`src/rtl/dma_pkg.sv`:
```
// dma_pkg: shared FSM states, controller command codes and burst-length helper for DMA ports
package dma_pkg;

  typedef enum logic [2:0] {
    S_IDLE,
    S_CMD,
    S_FETCH,
    S_LO,
    S_HI,
    S_DONE
  } state_e;

  localparam logic [2:0] DMA_CMD_READ  = 3'b001;
  localparam logic [2:0] DMA_CMD_WRITE = 3'b000;

  // Controller burst length is in 32-bit words, minus one
  function automatic logic [5:0] dma_cmd_bl(input int burst_len);
    return 6'(burst_len / 2 - 1);
  endfunction

endpackage

```
`src/rtl/dma_read_port.sv`:
```
// dma_read_port: issues one burst read per request and unpacks 32-bit controller words into a 16-bit stream
module dma_read_port
  import dma_pkg::*;
#(
  parameter int BURST_LEN = 16,
  parameter int ADDR_W    = 30
) (
  input  logic              clk,
  input  logic              rst,
  input  logic              reads_en,
  input  logic [ADDR_W-1:0] addr,
  output logic              ob_we,
  output logic [15:0]       ob_data,
  output logic              burst_done,
  output logic              busy,
  output logic              cmd_en,
  output logic [2:0]        cmd_instr,
  output logic [5:0]        cmd_bl,
  output logic [ADDR_W-1:0] cmd_byte_addr,
  input  logic              cmd_full,
  output logic              rd_en,
  input  logic [31:0]       rd_data,
  input  logic              rd_empty,
  input  logic              rd_error,
  output logic              err
);

  localparam int CW = $clog2(BURST_LEN) + 1;

  state_e            state_q;
  logic [ADDR_W-2:0] addr_q;
  logic [15:0]       hold_q;
  logic [CW-1:0]     cnt_q;
  logic              ob_we_q;
  logic [15:0]       ob_data_q;
  logic              done_q;
  logic              busy_q;
  logic              err_q;
  logic              last;
  logic              pop;
  logic              addr_msb_unused;

  // Word address MSB falls off when converting to a byte address
  assign addr_msb_unused = addr[ADDR_W-1];

  assign last    = cnt_q == CW'(BURST_LEN - 2);
  assign pop     = !rd_empty && (state_q == S_FETCH || (state_q == S_HI && !last));
  assign rd_en   = pop;
  assign cmd_en  = state_q == S_CMD && !cmd_full;

  assign cmd_instr     = DMA_CMD_READ;
  assign cmd_bl        = dma_cmd_bl(BURST_LEN);
  assign cmd_byte_addr = {addr_q, 1'b0};
  assign ob_we         = ob_we_q;
  assign ob_data       = ob_data_q;
  assign burst_done    = done_q;
  assign busy          = busy_q;
  assign err           = err_q;

  // Burst FSM: the low half goes out the cycle after a pop, the held high half the cycle after that
  always_ff @(posedge clk or negedge rst) begin
    if (!rst) begin
      state_q   <= S_IDLE;
      addr_q    <= '0;
      hold_q    <= '0;
      cnt_q     <= '0;
      ob_we_q   <= 1'b0;
      ob_data_q <= '0;
      done_q    <= 1'b0;
      busy_q    <= 1'b0;
      err_q     <= 1'b0;
    end else begin
      err_q   <= err_q | rd_error;
      ob_we_q <= 1'b0;
      done_q  <= 1'b0;
      if (pop) begin
        hold_q    <= rd_data[31:16];
        ob_we_q   <= 1'b1;
        ob_data_q <= rd_data[15:0];
      end
      case (state_q)
        S_IDLE: if (reads_en) begin
          addr_q  <= addr[ADDR_W-2:0];
          cnt_q   <= '0;
          busy_q  <= 1'b1;
          state_q <= S_CMD;
        end
        S_CMD: if (!cmd_full) state_q <= S_FETCH;
        S_FETCH: if (!rd_empty) state_q <= S_LO;
        S_LO: begin
          ob_we_q   <= 1'b1;
          ob_data_q <= hold_q;
          state_q   <= S_HI;
        end
        S_HI: begin
          cnt_q   <= cnt_q + CW'(2);
          done_q  <= last;
          state_q <= last ? S_DONE : (rd_empty ? S_FETCH : S_LO);
        end
        S_DONE: begin
          busy_q  <= 1'b0;
          state_q <= S_IDLE;
        end
        default: state_q <= S_IDLE;
      endcase
    end
  end

endmodule

```
`config.mk`:
```
export PLATFORM = sky130hd
export DESIGN_NAME = dma_read_port
export DESIGN_NICKNAME = d
export VERILOG_FILES = /design/src/rtl/dma_pkg.sv /design/src/rtl/dma_read_port.sv
export SDC_FILE = /design/constraint.sdc
export NUM_CORES = 1
export LEC_CHECK = 0
export CAP_MARGIN = 20
export CORE_ASPECT_RATIO = 0.7
export CORE_MARGIN = 2
export CORE_UTILIZATION = 43
export CTS_CLUSTER_DIAMETER = 50
export DETAILED_ROUTE_END_ITERATION = 10
export PLACE_DENSITY = 0.78
export SETUP_SLACK_MARGIN = 0.1
export SLEW_MARGIN = 5
export SYNTH_ARGS = -nofsm -noshare
export SYNTH_HDL_FRONTEND = slang
export SYNTH_SLANG_ARGS = --single-unit
```
`constraint.sdc`:
```
create_clock -name clk -period 2.2 [get_ports clk]
set_input_delay 0.55 -clock clk [delete_from_list [all_inputs] [get_ports clk]]
set_output_delay 0.55 -clock clk [all_outputs]
set_load 0.05 [all_outputs]
```
==> results of run 1 <==
metal layers:
| metal | up-vias | routed length, um | share of wire [%] |
|---|---|---|---|
| li1 | 1113 | - | - |
| met4 | 0 | 31 | 0.42 |
| met5 | - | 0 | 0 |
| met2 | 99 | 3490 | 47 |
| met1 | 1156 | 3160 | 43 |
| met3 | 4 | 722 | 9.8 |
worst min-delay path by stage:
stage	start	end	slack, ns	cells past startpoint
floorplan	rst	addr_q[0]	0.25	0
global placement	err	err	0.45	1
detailed placement	err	err	0.46	1
CTS	rst	ob_data[14]	0.21	1
global route	rst	ob_data[14]	0.23	1
finish	rst	ob_data[11]	0.20	1
metrics by stage:
stage / hold WS, ns / instances / instance area (um2)
final: 0.204 / 482 / 4820
after CTS: 0.208 / 481 / 4760
after detailed placement: 0.460 / 461 / 4530
after global routing: 0.225 / 482 / 4820
after floorplan: 0.254 / 253 / 3250
after global placement: 0.448 / 461 / 4530
worst register-to-register path: stages, from the launching register on:
cell	delay, ns
dfrtp_2	0.46
buf_4	0.16
buf_4	0.15
nor4b_4	0.34
buf_12	0.24
mux2_2	0.38
state kept, by name, summed over array words and instances (netlist names):
signal      cells
ob_data        16
busy            1
hold_q         16
burst_done      1
err             1
ob_we           1
addr_q         29
state_q         3
cnt_q           4
final cells by class:
cell class / count / area, um2 / share of cell area (%)
repair buffers: 141 / 1440 / 29.8
inverters: 20 / 75.1 / 1.56
clock buffers: 10 / 128 / 2.65
flip-flops and latches: 72 / 1800 / 37.4
clock inverters: 5 / 58.8 / 1.22
well taps: 98 / 123 / 2.54
multi-input cells: 136 / 1200 / 24.8
cell usage after synthesis, types with 2 or more instances:
master,number
buf_6,3
o21bai_1,2
conb_1,2
a22o_1,2
nor4b_4,2
nor2_1,2
mux2_4,13
dfrtp_1,72
a21o_1,2
nor4b_1,2
inv_1,20
nor2b_1,2
or2_2,2
o221ai_1,16
o21ai_0,17
nand2_1,16
buf_4,15
mux2_2,33
buf_2,6
power groups by stage:
stage | logic, uW | registers, uW | clock network, uW
global placement | 4100 | 2300 | 0
detailed placement | 4170 | 2340 | 0
floorplan | 1410 | 3720 | 0
global route | 4420 | 2380 | 1080
finish | 4210 | 2290 | 983
CTS | 4250 | 2300 | 1020
cells by family (layout without fill, tap and decap cells):
logic type | Yosys count | count (layout) | share of synthesized area (%)
simple gates | 35 | 35 | 7.49
buf+inv | 45 | 176 | 7.95
flops | 72 | 72 | 56.1
fa+ha+maj | 1 | 1 | 0.390
other cells | 2 | 10 | 0.234
compound gates | 44 | 44 | 10.1
mux | 46 | 46 | 17.7
what timing repair did:
item,CTS,global route
setup buffers,5,1
pin swaps,4,3
gates resized for setup,2,23
endpoints found under the setup margin,2,23
cell usage in the layout (no fill, tap or decap), types with 2 or more instances in the layout:
cell type        netlist  final
nor2b_1                2      2
buf_4                 15     23
mux2_2                33     33
clkbuf_8               0      9
dfrtp_1               72     70
o221ai_1              16     16
nor2_1                 2      2
nor4b_4                2      3
dfrtp_2                0      2
mux2_4                13     13
conb_1                 2     10
a22o_1                 2      2
nand2_1               16     16
clkdlybuf4s50_1        0     92
or2_2                  2      2
buf_12                 0      3
inv_1                 20     20
o21ai_0               17     17
clkinvlp_4             0      2
dlymetal6s2s_1         0     21
o21bai_1               2      2
a21o_1                 2      2
==> out/metrics.yaml, run 1 <==
status: "finished, final reports clean"
clkSinkCount: 72
tightest_slew_ns: 0.667
cap_violations: 0
cts-buffers-inserted: 9
antenna_found_initial: 0
dieArea_um2: 8180
synth_seq_area_share_pct: 56.1
syn_area_um2: 3210
busiest_layer: "met2"
wire_per_inst_um: 15.4
postSynthCellCount: 245
synth_warnings: 0
firstDrtPassIters: 4
met3_usage_pct: 9.32
p_leak_uw: 0.00231
total_power_uw: 7480
path_max_fanout: 2
ant_nets: 0
p_int_uw: 4210
finalCriticalPeriod_ns: 2.08
start_kind: "input pin"
layout.nets: 449
maxSlewHeadroom_pct: 55.5
clockRootBuffer: "clkbuf_8"
critPathSlowestCell: "clkdlybuf4s50_1"
final.setup.tns_ns: 0
finalWorstSetupSlack_ns: 0.124
slew_violations: 0
power_frac_seq_pct: 30.6
power_density_nw_per_um2: 1550
antenna_cells: 0
synth_top_area_share_pct: 56.1
vias: 2372
grt_use_met1_pct: 25.0
pwr-share-comb_pct: 56.3
fin_util_pct: 66.5
drtIter0Drc: 70
r2r-start: "state_q[0]"
grt_overflow: 0
viasPerCell: 4.92
cp.arrival_ns: 1.53
port_buffers: 117
rr_endpoint: "addr_q[6]"
ys.flop_type: "dfrtp_1"
cp.buffers_inverters: 2
path_clk_slew_ns: 0.08
htree_levels: 3
coreArea_um2: 7250
track_usage_pct: 19.0
yosysTopAreaCell: "dfrtp_1"
power_frac_clock_pct: 13.1
route.detailed.drc: 0
synth_area_leaders: "dfrtp_1 (56%), mux2_2 (12%), mux2_4 (6.1%)"
area_growth_pct: 50.3
clock_latency_ns: 0.33
ys_types: 35
finClkSkew_ns: 0.00949
cpLargestDelayFamily: "buffers and inverters"
grt_max_degree: 44
slowest_delay_ns: 0.47
r2r_cells: 5
power.switching_uw: 3270
initial_core_util_pct: 44.2
dpl.hpwl_mm: 5.48
avgSynthCellArea_um2: 13.1
max_clock_freq_ghz: 0.482
async_flop_share_pct: 100
grt_pass1_vias: 2477
setup.worst_path.end: "cmd_en"
hold_buffers: 0
swShare_pct: 43.7
ys_seq_elements: 72
worstPathRequired_ns: 1.65
final_layout_size_suffix_gt1_share_pct: 25.5
grt_pass1_wl_mm: 12.1
setup_viol: 0
peakVddDrop_mv: 1.12
rows: 26
num_io_pins: 129
rsz0062_at_grt: "true"
nFillCells: 571
dpl_worst_slack_ns: -0.0496
worst-path-stages: 3
crit_path_end_kind: "output port"
path_cells: "clkdlybuf4s50_1 -> nor4b_4 -> buf_12"
hold_viol: 0
hold_path.class: "in -> async"
critPathKind: "in -> out"
synth_edf_count: 0
dieHeight_um: 76.3
fp.dieW_um: 107
r2r_slack_ns: 0.37
gr-usage-met2_pct: 28.4
gp_congestion: 0.785
wirelength_mm: 7.41
finalCritPeriodShare_pct: 94.4
cts_max_path_buffers: 2
cts_tree: "yes"
crit_start: "cmd_full"
Power figures use the tool's default switching activity.
==> run 2: changes to the inputs <==
--- a/config.mk
+++ b/config.mk
@@ -7,11 +7,12 @@
 export LEC_CHECK = 0
 export CAP_MARGIN = 20
 export CORE_ASPECT_RATIO = 0.7
-export CORE_MARGIN = 2
-export CORE_UTILIZATION = 43
+export CORE_MARGIN = 5
+export CORE_UTILIZATION = 45
+export CTS_BUF_LIST = sky130_fd_sc_hd__clkbuf_8
 export CTS_CLUSTER_DIAMETER = 50
 export DETAILED_ROUTE_END_ITERATION = 10
-export PLACE_DENSITY = 0.78
+export PLACE_DENSITY = 0.81
 export SETUP_SLACK_MARGIN = 0.1
 export SLEW_MARGIN = 5
 export SYNTH_ARGS = -nofsm -noshare
==> run 2 against run 1 <==
Via count is 0.84% lower. Register-to-register slack better by 0.06 ns. Non-clock buffer count is 6 lower. Hold slack worse by 0.045 ns. Total power is 1.3% higher. Global-route usage is 0.13 points lower. Design area is 0.80% higher. Die area is 9.4% higher. First-iteration DRC count is 31% higher. Critical path depth is 1 higher. Count of clock-buffer cells in the layout stayed put. Critical path type is now reg -> out.
==> out/metrics.yaml, run 2 (same netlist as run 1, synthesis figures left out) <==
track_usage_pct: 18.9  # was 19.0%
antenna_cells: 0  # unchanged
num_io_pins: 129  # unchanged
finalCriticalPeriod_ns: 2.06  # was 2.08 ns
clockRootBuffer: "clkbuf_8"  # unchanged
grt_pass1_vias: 2689  # was 2,477
grt_pass1_wl_mm: 13.4  # was 12.1 mm
rows: 25  # was 26
final_common_cell: "clkdlybuf4s50_1"  # unchanged
path_max_fanout: 6  # was 2
finClkSkew_ns: 0.00859  # was 0.00949 ns
drtIter0Drc: 92  # was 70
cap_violations: 0  # unchanged
layout.nets: 443  # was 449
finalWorstSetupSlack_ns: 0.145  # was 0.124 ns
port_buffers: 117  # unchanged
grt_max_degree: 38  # was 44
final_cell_mix: "clkdlybuf4s50_1 (72), dfrtp_1 (71), dlymetal6s2s_1 (40)"  # was clkdlybuf4s50_1 (92), dfrtp_1 (70), mux2_2 (33)
grt_overflow: 0  # unchanged
final_layout_size_suffix_gt1_share_pct: 24.3  # was 25.5%
cp.arrival_ns: 1.51  # was 1.53 ns
fin_util_pct: 71.0  # was 66.5%
clock_latency_ns: 0.34  # was 0.33 ns
p_leak_uw: 0.00252  # was 0.00231 uW
slew_violations: 0  # unchanged
antenna_found_initial: 0  # unchanged
dieHeight_um: 80.7  # was 76.3 um
initial_core_util_pct: 46.8  # was 44.2%
dieArea_um2: 8950  # was 8180 um2
area_growth_pct: 51.5  # was 50.3%
worstPathRequired_ns: 1.65  # about the same
clkSinkCount: 72  # unchanged
tightest_slew_ns: 0.636  # was 0.667 ns
max_clock_freq_ghz: 0.487  # was 0.482 GHz
hold_path.class: "in -> async"  # unchanged
cts_max_path_buffers: 2  # unchanged
crit_path_end_kind: "output port"  # unchanged
power_density_nw_per_um2: 1560  # was 1550 nW/um2
wirelength_mm: 8.03  # was 7.41 mm
fp.dieW_um: 111  # was 107 um
firstDrtPassIters: 4  # unchanged
hold_viol: 0  # unchanged
final.setup.tns_ns: 0  # unchanged
setup_viol: 0  # unchanged
vias: 2352  # was 2,372
start_kind: "register"  # was input pin
wire_per_inst_um: 17.0  # was 15.4 um
dpl.hpwl_mm: 5.86  # was 5.48 mm
rsz0062_at_grt: "true"  # unchanged
dp.cells: 453  # was 461
total_power_uw: 7580  # was 7480 uW
status: "finished, final reports clean"  # unchanged
coreArea_um2: 6850  # was 7250 um2
cts_tree: "yes"  # unchanged
maxSlewHeadroom_pct: 57.6  # was 55.5%
largest_reg_flops: 29  # unchanged
dpl_worst_slack_ns: -0.00615  # was -0.0496 ns
instances_no_fill: 473  # was 482
peakVddDrop_mv: 1.09  # was 1.12 mV
path_clk_slew_ns: 0.08  # about the same
cts-buffers-inserted: 9  # unchanged
critPathKind: "reg -> out"  # was in -> out
finalCritPeriodShare_pct: 93.4  # was 94.4%
regMostFlops: "addr_q"  # unchanged
viasPerCell: 4.97  # was 4.92
gp_congestion: 0.773  # was 0.785
route.detailed.drc: 0  # unchanged
htree_levels: 3  # unchanged
ant_nets: 0  # unchanged
run 2: timing repair:
action | CTS | global route
setup endpoints to repair | 3 | 41
pin swaps | 2 | 1
hold buffers | 0 | 0
resized for setup | 3 | 40
setup buffers | 2 | 2
run 2: worst max-delay path, stage by stage, from the launching register on:
cell	delay, ns
dfrtp_1	0.52
nor3b_4	0.29
a31oi_4	0.11
inv_1	0.06
buf_4	0.19
run 2: through the flow:
step	area, um2	hold slack (ns)
after detailed placement	4510	0.458
after global placement	4510	0.449
after global routing	4860	0.171
final	4860	0.159
after floorplan	3250	0.254
after CTS	4750	0.162
run 2: power breakdown:
part           switching, uW  total, uW  leakage (uW)  internal [uW]
registers                363       2300      0.000871           1940
clock network            486       1150      0.000110            663
logic                   2440       4130       0.00154           1690
total                   3290       7580       0.00252           4290
run 2: final timing paths:
kind | from | slack, ns | depth (start not counted) | to
worst max-delay path | state_q[2] | 0.14 | 4 | rd_en
worst min-delay path | rst | 0.16 | 1 | addr_q[14]
worst max register to register | state_q[2] | 0.43 | 4 | ob_data[15]
worst min register to register | err | 0.46 | 1 | err
max in group asynchronous | rst | 1.47 | 2 | cnt_q[2]
min in group clk | err | 0.46 | 1 | err
run 2: area by class of cell:
| cell class | count | area [um2] |
|---|---|---|
| clock buffer | 10 | 138 |
| clock inverter | 6 | 83.8 |
| fill | 505 | 1990 |
| inverter | 20 | 75.1 |
| multi-input combinational | 136 | 1200 |
| sequential | 72 | 1800 |
| tap | 94 | 118 |
| timing repair buffer | 135 | 1450 |
run 2: metal layers:
metal / wire (um) / track usage, % / vias to the layer above
li1: - / - / 1099
met2: 3650 / 28.5 / 96
met1: 3440 / 23.4 / 1153
met5: 0 / 0 / -
met4: 37 / 5.04 / 0
met3: 898 / 10.5 / 4
